==> src/rtl/seven_seg_scan_n.sv <==
// seven_seg_scan_n: multiplexed seven-segment driver with sequential double-dabble BCD conversion
// Ports: clk_500Hz/rst (sync, active-high); value/load/busy conversion handshake;
// select/text/lz_blank/dp/blink display controls; seg/dp_n/an active-low board pins.
// Macro SEVEN_SEG_BLINK_EN: when defined, blink darkens all anodes during the off phase.
module seven_seg_scan_n #(
  parameter int DIGITS    = 4,
  parameter int WIDTH     = 14,
  parameter int BLINK_DIV = 50
) (
  input  logic                clk_500Hz,
  input  logic                rst,
  input  logic [WIDTH-1:0]    value,
  input  logic                load,
  output logic                busy,
  input  logic                select,
  input  logic [7*DIGITS-1:0] text,
  input  logic                lz_blank,
  input  logic [DIGITS-1:0]   dp,
  input  logic                blink,
  output logic [6:0]          seg,
  output logic                dp_n,
  output logic [DIGITS-1:0]   an
);
  localparam int KW = DIGITS > 1 ? $clog2(DIGITS) : 1;
  localparam int CW = $clog2(WIDTH + 1);
  localparam int BW = 4 * DIGITS;
  localparam logic [63:0] MAX_V = 64'(10 ** DIGITS - 1);
  typedef enum logic [1:0] {IDLE, SHIFT, COMMIT} state_t;
  state_t state_q, state_d;
  logic [WIDTH-1:0] sh_q, sh_d;
  logic [BW-1:0] bcd_q, bcd_d, dig_q, dig_d, adj;
  logic [CW-1:0] cnt_q, cnt_d;
  logic pend_q, pend_d, ovf_q, ovf_d, busy_q, busy_d, dp_n_q, dp_n_d, zs;
  logic [KW-1:0] k_q, k_d;
  logic [6:0] seg_q, seg_d;
  logic [DIGITS-1:0] an_q, an_d, lead;
  logic [3:0] nib;
`ifdef SEVEN_SEG_BLINK_EN
  localparam int BCW = BLINK_DIV > 1 ? $clog2(BLINK_DIV) : 1;
  logic [BCW-1:0] bc_q, bc_d;
  logic on_q, on_d;
  logic wrap;
`else
  logic unused_blink;
  assign unused_blink = blink;
`endif
  function automatic logic [6:0] dec(input logic [3:0] n);
    case (n)
      4'd0: dec = 7'b1000000;
      4'd1: dec = 7'b1111001;
      4'd2: dec = 7'b0100100;
      4'd3: dec = 7'b0110000;
      4'd4: dec = 7'b0011001;
      4'd5: dec = 7'b0010010;
      4'd6: dec = 7'b0000010;
      4'd7: dec = 7'b1111000;
      4'd8: dec = 7'b0000000;
      4'd9: dec = 7'b0011000;
      default: dec = 7'b1111111;
    endcase
  endfunction
  always_comb begin
    state_d = state_q;
    sh_d = sh_q;
    bcd_d = bcd_q;
    cnt_d = cnt_q;
    pend_d = pend_q;
    dig_d = dig_q;
    ovf_d = ovf_q;
    adj = bcd_q;
    for (int i = 0; i < DIGITS; i++)
      adj[4*i +: 4] = adj[4*i +: 4] >= 4'd5 ? adj[4*i +: 4] + 4'd3 : adj[4*i +: 4];
    case (state_q)
      IDLE: if (load) begin
        state_d = SHIFT;
        sh_d = value;
        bcd_d = '0;
        cnt_d = '0;
        pend_d = 64'(value) > MAX_V;
      end
      // Truncating the BCD to 4*DIGITS bits keeps the low digits exact: adjustments only carry upward.
      SHIFT: begin
        bcd_d = {adj[BW-2:0], sh_q[WIDTH-1]};
        sh_d = sh_q << 1;
        cnt_d = cnt_q + 1'b1;
        state_d = cnt_q == CW'(WIDTH - 1) ? COMMIT : SHIFT;
      end
      COMMIT: begin
        dig_d = bcd_q;
        ovf_d = pend_q;
        state_d = IDLE;
      end
      default: state_d = IDLE;
    endcase
    busy_d = state_q != IDLE;
    k_d = k_q == KW'(DIGITS - 1) ? '0 : k_q + 1'b1;
    zs = 1'b1;
    lead = '0;
    for (int i = 0; i < DIGITS; i++) begin
      zs = zs & (dig_q[4*(DIGITS-1-i) +: 4] == 4'd0);
      lead[i] = zs & (i != DIGITS - 1);
    end
    nib = dig_q[4*(DIGITS-1-int'(k_q)) +: 4];
    seg_d = !select ? ~text[7*k_q +: 7] : ovf_q ? 7'b0111111 : (lz_blank && lead[k_q]) ? 7'h7F : dec(nib);
    dp_n_d = ~dp[k_q];
`ifdef SEVEN_SEG_BLINK_EN
    wrap = bc_q == BCW'(BLINK_DIV - 1);
    bc_d = (!blink || wrap) ? '0 : bc_q + 1'b1;
    on_d = !blink ? 1'b1 : wrap ? ~on_q : on_q;
    an_d = (blink && !on_q) ? '1 : ~(DIGITS'(1) << k_q);
`else
    an_d = ~(DIGITS'(1) << k_q);
`endif
  end
  always_ff @(posedge clk_500Hz) begin
    if (rst) begin
      state_q <= IDLE;
      sh_q <= '0;
      bcd_q <= '0;
      cnt_q <= '0;
      pend_q <= 1'b0;
      dig_q <= '0;
      ovf_q <= 1'b0;
      busy_q <= 1'b0;
      k_q <= '0;
      seg_q <= 7'h7F;
      dp_n_q <= 1'b1;
      an_q <= '1;
`ifdef SEVEN_SEG_BLINK_EN
      bc_q <= '0;
      on_q <= 1'b1;
`endif
    end else begin
      state_q <= state_d;
      sh_q <= sh_d;
      bcd_q <= bcd_d;
      cnt_q <= cnt_d;
      pend_q <= pend_d;
      dig_q <= dig_d;
      ovf_q <= ovf_d;
      busy_q <= busy_d;
      k_q <= k_d;
      seg_q <= seg_d;
      dp_n_q <= dp_n_d;
      an_q <= an_d;
`ifdef SEVEN_SEG_BLINK_EN
      bc_q <= bc_d;
      on_q <= on_d;
`endif
    end
  end
  assign busy = busy_q;
  assign seg = seg_q;
  assign dp_n = dp_n_q;
  assign an = an_q;
endmodule

==> config.mk <==
export PLATFORM = sky130hd
export DESIGN_NAME = seven_seg_scan_n
export DESIGN_NICKNAME = d
export VERILOG_FILES = /design/src/rtl/seven_seg_scan_n.sv
export SDC_FILE = /design/constraint.sdc
export NUM_CORES = 1
export LEC_CHECK = 0
export CAP_MARGIN = 20
export CORE_ASPECT_RATIO = 0.6
export CORE_MARGIN = 2
export CORE_UTILIZATION = 50
export CTS_BUF_LIST = sky130_fd_sc_hd__clkbuf_4 sky130_fd_sc_hd__clkbuf_8
export DETAILED_ROUTE_END_ITERATION = 7
export GPL_TIMING_DRIVEN = 0
export PLACE_DENSITY = 0.85
export SYNTH_ARGS = -nofsm -noshare
export SYNTH_HDL_FRONTEND = slang
export SYNTH_SLANG_ARGS = --single-unit
==> constraint.sdc <==
create_clock -name clk_500Hz -period 6 [get_ports clk_500Hz]
set_input_delay 0.6 -clock clk_500Hz [delete_from_list [all_inputs] [get_ports clk_500Hz]]
set_output_delay 0.6 -clock clk_500Hz [all_outputs]
set_load 0.05 [all_outputs]
Word level (Yosys, flattened, before mapping)
Memory sizes are Yosys's and may differ from the RTL's.
Index checks and enable logic that the tools add are counted.
{"block": "op_classes", "n_addsub": 7, "n_mul": 1, "magnitude_cmp": 6, "eq_ne": 5, "shifts": 3, "n_mux": 20, "bitwise": 5, "n_reduce_logical": 10}
{"cell": "case mux 16 bit (2 select lines)", "n": 1}
{"cell": "case mux 14 bit (2 select lines)", "n": 1}
{"cell": "variable part select 28 x 6 -> 7 bit", "n": 1}
{"cell": "2-to-1 mux 7 bit", "n": 3}
{"cell": "greater-or-equal comparator 4 x 3 -> 1 bit (second input constant)", "n": 4}
{"cell": "2-to-1 mux 16 bit", "n": 1}
{"cell": "2-to-1 mux 4 bit", "n": 4}
{"cell": "variable part select 16 x 5 -> 4 bit", "n": 1}
{"cell": "greater-than comparator 14 bit (second input constant)", "n": 1}
{"cell": "2-to-1 mux 14 bit", "n": 1}
{"cell": "adder 4 x 2 -> 4 bit (second input constant)", "n": 3}
{"cell": "zero test 4 bit", "n": 3}
{"cell": "case mux 4 bit (2 select lines)", "n": 1}
{"cell": "inverter 7 bit", "n": 1}
{"cell": "multiplier 3 x 2 -> 5 bit (first input constant)", "n": 1}
{"cell": "adder 4 x 1 -> 4 bit (second input constant)", "n": 1}
{"cell": "binary-select mux 1 bit (select 2 bit)", "n": 2}
{"cell": "equality test 2 bit (second input constant)", "n": 2}
{"cell": "equality test 4 bit (second input constant)", "n": 1}
{"cell": "2-to-1 mux 2 bit", "n": 2}
{"cell": "inverter 4 bit", "n": 1}
{"cell": "case mux 2 bit (2 select lines)", "n": 1}
{"cell": "AND reduction 2 bit", "n": 2}
{"cell": "nonzero test 2 bit", "n": 2}
{"cell": "14 further kinds", "n": 16}
{"block": "totals", "register_bits": 69, "mem_bits_ro": 112, "inputBits": 52, "output_inout_bits": 13, "wordCells": 70, "memories": 1}
{"memory": "(name not given)", "words": 16, "word_bits": 7, "read_ports": 1, "rd_ports_with_merged_regs": 0, "write_ports": 0, "line_no": "48", "text": "case (n)"}

Depth between registers and ports, before layout
Gate-level depths: netlist of run 1.
{"block": "logic_depth", "word_depth": 9, "ltp_mapped": 8}

Least setup slack after synthesis of run 1
No wires, ideal clock.
{"block": "synth_path", "path_kind": "register to register", "start": "reg k_q[1]", "end": "reg seg_q[4] (netlist: seg[4])", "arrival_ns": 1.939, "required_time_ns": 5.880, "slack_ns": 3.942, "stages_incl_launch_ff": 9, "period_less_slack_ns": 2.058, "cell_sequence": "dfxtp_1 buf_1 mux4_2 inv_1 ha_1 inv_1 o21ai_0 nand3_1 a211o_1"}
{"block": "synth_via", "elab_chain_len": 6, "word_cells_on_any_way": 12, "classes_between": "add/sub: 1; mul: 1; shift: 2; mux: 5; bitwise: 1; reduce/logical: 1; memory: 1"}
{"item": "from (decl)", "line_no": "34", "text": "logic [KW-1:0] k_q, k_d;"}
{"item": "from (signal assigned)", "line_no": "142", "text": "k_q <= k_d;"}
{"item": "subtractor 2 x 2 -> 3 bit / binary-select mux 1 bit (select 2 bit) (equally long branches)", "line_no": "103, 104"}
{"item": "variable part select 16 x 5 -> 4 bit / 2-to-1 mux 1 bit (equally long branches)", "line_no": "103, 104"}
{"item": "memory read (16 x 7 bit) / logical AND 1 bit (equally long branches)"}
{"item": "2-to-1 mux 7 bit (2 in series)", "line_no": "104", "text": "seg_d = !select ? ~text[7*k_q +: 7] : ovf_q ? 7'b0111111 : (lz_blank && lead[k_q]) ? 7'h7F : dec(nib);"}
{"item": "2-to-1 mux 7 bit (*)", "line_no": "104"}
{"item": "to (signal assigned)", "line_no": "143", "text": "seg_q <= seg_d;"}
{"item": "to (decl)", "line_no": "35", "text": "logic [6:0] seg_q, seg_d;"}
Mark *: on every way between the ends. The rest lies on a longest branch, timed or not. The select of a mux whose other input is x is not followed.
A chain may end at the register's enable or synchronous reset.

Final worst setup path of run 1
Ends and elaborated chain as after synthesis.

==> results.md, run 1 <==
- Site Rows: 23
- Yosys warns: 0
- Initial Util: 0.5115
- Top-count cell post-synth: dfxtp_1
- Area fraction of the dominant cell type after synthesis: 0.4080
- Fmax: 0.3997 GHz
- Total grt overflow: 0
- Vias in the first global route: 2833
- Reg clk slew, reported paths: 0.08 ns
- Worst Skew: 0.01114 ns
- Post-Synthesis Cells: 404
- Critical path fanouts, max: 10
- CTS Buf Count: 9
- Clk sinks: 69
- Gr usage total: 0.2516
- Least-Margin Pin Slew: 0.6038 ns
- Max-cap viol count: 0
- CTS tree: done
- Kind of critical path: reg -> reg
- Post-cts repair resize count: 0
- Routability Congestion: 0.8520
- Avg WL per Cell: 15.34 um
- # diodes: 0
- CP Capture Type: flop
- Ys async rst share: 0
- Post-DP HPWL: 6485 um
- Via count: 3158
- Pwr Total: 1.102 mW
- Final ANT Viol Nets: 0
- Clk buf depth: 2
- Die Span X: 110.2 um
- Sequential element share of the synthesized area: 0.4080
- Initial antenna violation count: 0
- Core ar.: 0.006619 mm^2
- Hold Buf Count CTS: 0
- Clock latency on the worst-skew pair: 0.36 ns
- Die height: 67.74 um
- Largest net degree at the start of global routing: 13
- Die area: 0.007467 mm^2
- Final Hold Fails: 0
- Fill cells: 562
- Multi-input logic area: 0.001849 mm^2
- Critical Path AT: 2.75 ns
- RSZ-0062 raised after global routing: false
- Yosys top cell by area: dfxtp_1
- Mapped Nets: 475
- Mapped cell area: 0.003386 mm^2
- H-tree levels: 3
- CP required: 6.25 ns
- DRT iter0 DRCs: 199
- Register area: 0.001381 mm^2
- Syn Area/Cell: 8.381 um^2
- FF+latch count, synth: 69
- Commonest cells post-synth: dfxtp_1 (69), nor2_1 (54), nand2_1 (53)
- Synth-to-Final Area Change: 28.46%
- Synth cell types: 36
- P per Cell Area: 253.4 mW/mm^2
- Vias per cell: 5.540
- Slew Limit Fails: 0
- Final core occ: 0.6571
- Post-CTS Setup Bufs: 0
- I/O pin count: 65
- Minimum clock period: 2.502 ns
- Hold Path Depth: 2
- DRC violations left: 0
- R2R cell count: 8
- Top cells by area, synth: dfxtp_1 (41%), mux4_2 (8.0%), ha_1 (7.0%), a21oi_1 (6.4%), nor2_1 (6.0%)
- Root buffer cell: clkbuf_8
- Pleak: 1.606 nW
- VDD IR-drop max: 0.2179 mV
- First-pass GRT wire length: 13910 um
- DR pass1 iterations: 5
- Setup crit start kind: flop
- Setup TNS: 0 ns
- Relative slew margins: 0.5975
- Final period utilization: 0.4170
- Number of port buffers: 63
- Synth Flop Type: dfxtp_1
- Status: complete, no violations
- # setup viols final: 0
- Final WL: 8742 um
- Number of synthesized flops with an enable pin: 0
- Share of layout cells above drive strength 1: 0.07453
- Hold Path Class: reg -> reg
- Nets@finish: 549
==> area by class of cell <==
type	instances	share of cell area
clock inverters	6	0.01985
plain buffers	24	0.02273
clock buffers	10	0.03165
multi-input cells	296	0.4252
flip-flops and latches	69	0.3176
repair buffers	63	0.1450
inverters	15	0.01295
well taps	87	0.02503
==> power by group <==
group | internal, mW | switching [mW] | total (mW)
Sequential | 0.479 | 0.0120 | 0.491
Clock | 0.244 | 0.183 | 0.428
Combinational | 0.0841 | 0.0997 | 0.184
==> state kept, by name, summed over array words and instances, names as in the netlist <==
| signal | cells |
|---|---|
| an | 4 |
| bcd_q | 16 |
| busy | 1 |
| cnt_q | 4 |
| dig_q | 16 |
| dp_n | 1 |
| k_q | 2 |
| ovf_q | 1 |
| pend_q | 1 |
| seg | 7 |
| sh_q | 14 |
| state_q | 2 |
==> per-layer routing <==
metal	wire length, um	vias to the layer above	part of all wire	track usage
met4	136	0	0.016	0.1031
met1	4312	1512	0.49	0.3587
li1	-	1528	-	-
met5	0	-	0	0
met3	536	12	0.061	0.07239
met2	3757	106	0.43	0.3543
==> worst paths after layout <==
kind / from / end / slack, ns
min: pend_q / ovf_q / 0.46
max reg2reg: k_q[1] / seg[4] / 3.50
max: k_q[1] / seg[4] / 3.50
min reg2reg: pend_q / ovf_q / 0.46
==> through the flow <==
step | hold WS (ns) | cell area (um^2) | setup WS [ns] | cells
3_3_place_gp | 0.4460 | 4125 | 3.569 | 554
3_5_place_dp | 0.4473 | 4125 | 3.527 | 554
5_1_grt | 0.4856 | 4349 | 3.337 | 570
4_1_cts | 0.4596 | 4349 | 3.512 | 570
6_report | 0.4563 | 4349 | 3.498 | 570
2_1_floorplan | 0.4321 | 3386 | 3.942 | 404
==> cell usage in the layout (no fill, tap or decap), types with 3 or more instances in the layout <==
cell,instances
dfxtp_1,69
clkdlybuf4s50_1,63
nor2_1,54
nand2_1,53
a21oi_1,43
nand3_1,21
clkbuf_1,19
ha_1,19
nor4_1,16
inv_1,15
nand2b_1,14
mux4_2,12
o21ai_0,12
nor3_1,10
clkbuf_8,10
o31a_1,4
and2_1,4
xnor2_1,4
a31oi_1,4
buf_1,3
nor2b_1,3
xor2_1,3
==> cells by family (layout without fill, tap and decap cells) <==
logic type | count (synthesis) | after routing | synth area share
flops | 69 | 69 | 0.4080
compound gates | 72 | 72 | 0.1208
buf+inv | 39 | 118 | 0.04582
fa+ha+maj | 19 | 19 | 0.07021
mux | 14 | 14 | 0.08574
simple gates | 184 | 184 | 0.2513
xor+xnor | 7 | 7 | 0.01811
==> worst max-delay path, cell delays in order (launching register included) <==
cell and delay (ns):
dfxtp_1 0.48, buf_1 0.51, mux4_2 0.46, inv_1 0.14, ha_1 0.19, inv_1 0.04
o21ai_0 0.16, nand3_1 0.12, a211o_1 0.31
Power figures use the tool's default switching activity.
==> run 2: changes to the inputs <==
- CORE_UTILIZATION: 50 -> 49
- PLACE_DENSITY: 0.85 -> 0.87
- clock period: 6 -> 2.1 ns (I/O delays scaled with it)
==> run 2 against run 1 <==
Effect of this change: flip-flop and latch count did not move; worst hold slack got worse by 0.055 ns; core utilization rose by 0.58 points; fmax rose by 21%; critical path type unchanged; highest routed layer unchanged.
==> results.md, run 2 (synthesized netlist as in run 1, its figures left out) <==
- Status: complete, no violations
- Minimum clock period: 2.072 ns
- Most common cell after layout, fill and taps aside: dfxtp_1
- P per Cell Area: 714.2 mW/mm^2
- Critical path fanouts, max: 5
- Total grt overflow: 0
- Critical Path AT: 2.33 ns
- Number of port buffers: 63
- Hold WS: 0.4008 ns
- Kind of critical path: reg -> reg
- VDD IR-drop max: 0.6061 mV
- CTS Buf Count: 9
- # setup viols final: 0
- RSZ-0062 raised after global routing: true
- Register area: 0.001384 mm^2
- Largest net degree at the start of global routing: 14
- Site Rows: 23
- CP required: 2.36 ns
- Most frequent cells in the layout: dfxtp_1 (67), clkdlybuf4s50_1 (63), nor2_1 (54)
- Share of layout cells above drive strength 1: 0.1039
- Gr usage total: 0.2426
- Clk sinks: 69
- Final WL: 9359 um
- Setup TNS: 0 ns
- H-tree levels: 3
- Core ar.: 0.006676 mm^2
- Placed insts: 554
- # diodes: 0
- First-pass GRT wire length: 14180 um
- Slew Limit Fails: 0
- Final period utilization: 0.9866
- Clock latency on the worst-skew pair: 0.37 ns
- Initial Util: 0.5071
- Fill cells: 535
- Clk buf depth: 2
- Design area: 0.004425 mm^2
- Pwr Total: 3.161 mW
- CTS tree: done
- Hold Path Class: in -> reg
- Final ANT Viol Nets: 0
- Via count: 3282
- Die height: 68.39 um
- Post-DP HPWL: 6538 um
- Multi-input logic area: 0.001857 mm^2
- Initial antenna violation count: 0
- Final Hold Fails: 0
- Setup crit start kind: flop
- Nets@finish: 557
- Relative slew margins: 0.6142
- I/O pin count: 65
- Die area: 0.007613 mm^2
- CP Capture Type: flop
- Root buffer cell: clkbuf_8
- Vias in the first global route: 2967
- Biggest regs: bcd_q: 16 flops, dig_q: 16 flops, sh_q: 14 flops
- Fin cells: 578
- Post-DP Area: 0.004125 mm^2
- Max-cap viol count: 0
- Fmax: 0.4827 GHz
- Least-Margin Pin Slew: 0.5787 ns
- DR pass1 iterations: 7
- Routability Congestion: 0.8555
- DRC violations left: 0
- Reg clk slew, reported paths: 0.08 ns
- Die Span X: 111.3 um
- DRT iter0 DRCs: 295
- Worst Skew: 0.01083 ns
- Synth-to-Final Area Change: 30.71%
- Avg WL per Cell: 16.19 um
- Vias per cell: 5.678
- Pleak: 1.653 nW
==> run 2: power by group <==
part / switching (mW) / internal [mW] / total, mW
Sequential: 0.0348 / 1.37 / 1.40
Combinational: 0.296 / 0.248 / 0.544
Clock: 0.539 / 0.674 / 1.21
==> run 2: layout make-up <==
class / instances / share of cell area
plain buffers: 24 / 0.02318
repair buffers: 71 / 0.1569
inverters: 15 / 0.01272
well taps: 87 / 0.02460
flip-flops and latches: 69 / 0.3127
clock buffers: 9 / 0.02799
multi-input cells: 296 / 0.4196
clock inverters: 7 / 0.02234
==> run 2: worst paths after layout <==
check	startpoint	to	slack [ns]	cells after the start
max reg2reg	k_q[0]	seg[4]	0.03	8
min reg2reg	pend_q	ovf_q	0.47	2
min	value[0]	sh_q[0]	0.40	3
max	k_q[0]	seg[4]	0.03	8
==> run 2: metal layers <==
metal	track usage	routed length, um	up-vias
li1	-	-	1557
met1	0.3170	3966	1532
met2	0.3803	4229	165
met3	0.08149	943	28
met4	0.08951	219	0
met5	0	0	-
==> run 2: stage by stage <==
stage	setup slack, ns	utilization
detailed placement	-0.4001	0.6179
finish	0.02814	0.6629
CTS	0.01887	0.6544
global placement	-0.3538	0.6179
floorplan	0.04159	-
global route	-0.01909	0.6629
==> run 2: worst max-delay path, stage by stage, from the launching register on <==
cell,delay [ns]
dfxtp_2,0.36
buf_6,0.13
mux4_2,0.56
inv_2,0.11
ha_1,0.18
inv_1,0.05
o21ai_1,0.14
nand3_1,0.12
a211o_1,0.31
==> run 2: what timing repair did <==
action                     CTS  global route
pin swaps                    0             2
gates resized for setup      5             5
setup buffers                2             6
setup endpoints to repair    7             5
hold buffers                 0             0
==> run 3: changes to the inputs <==
- CTS_CLUSTER_DIAMETER: unset -> 60
==> results of run 3 <==
No change in the layout: final DEF, timing and power equal those of run 2.
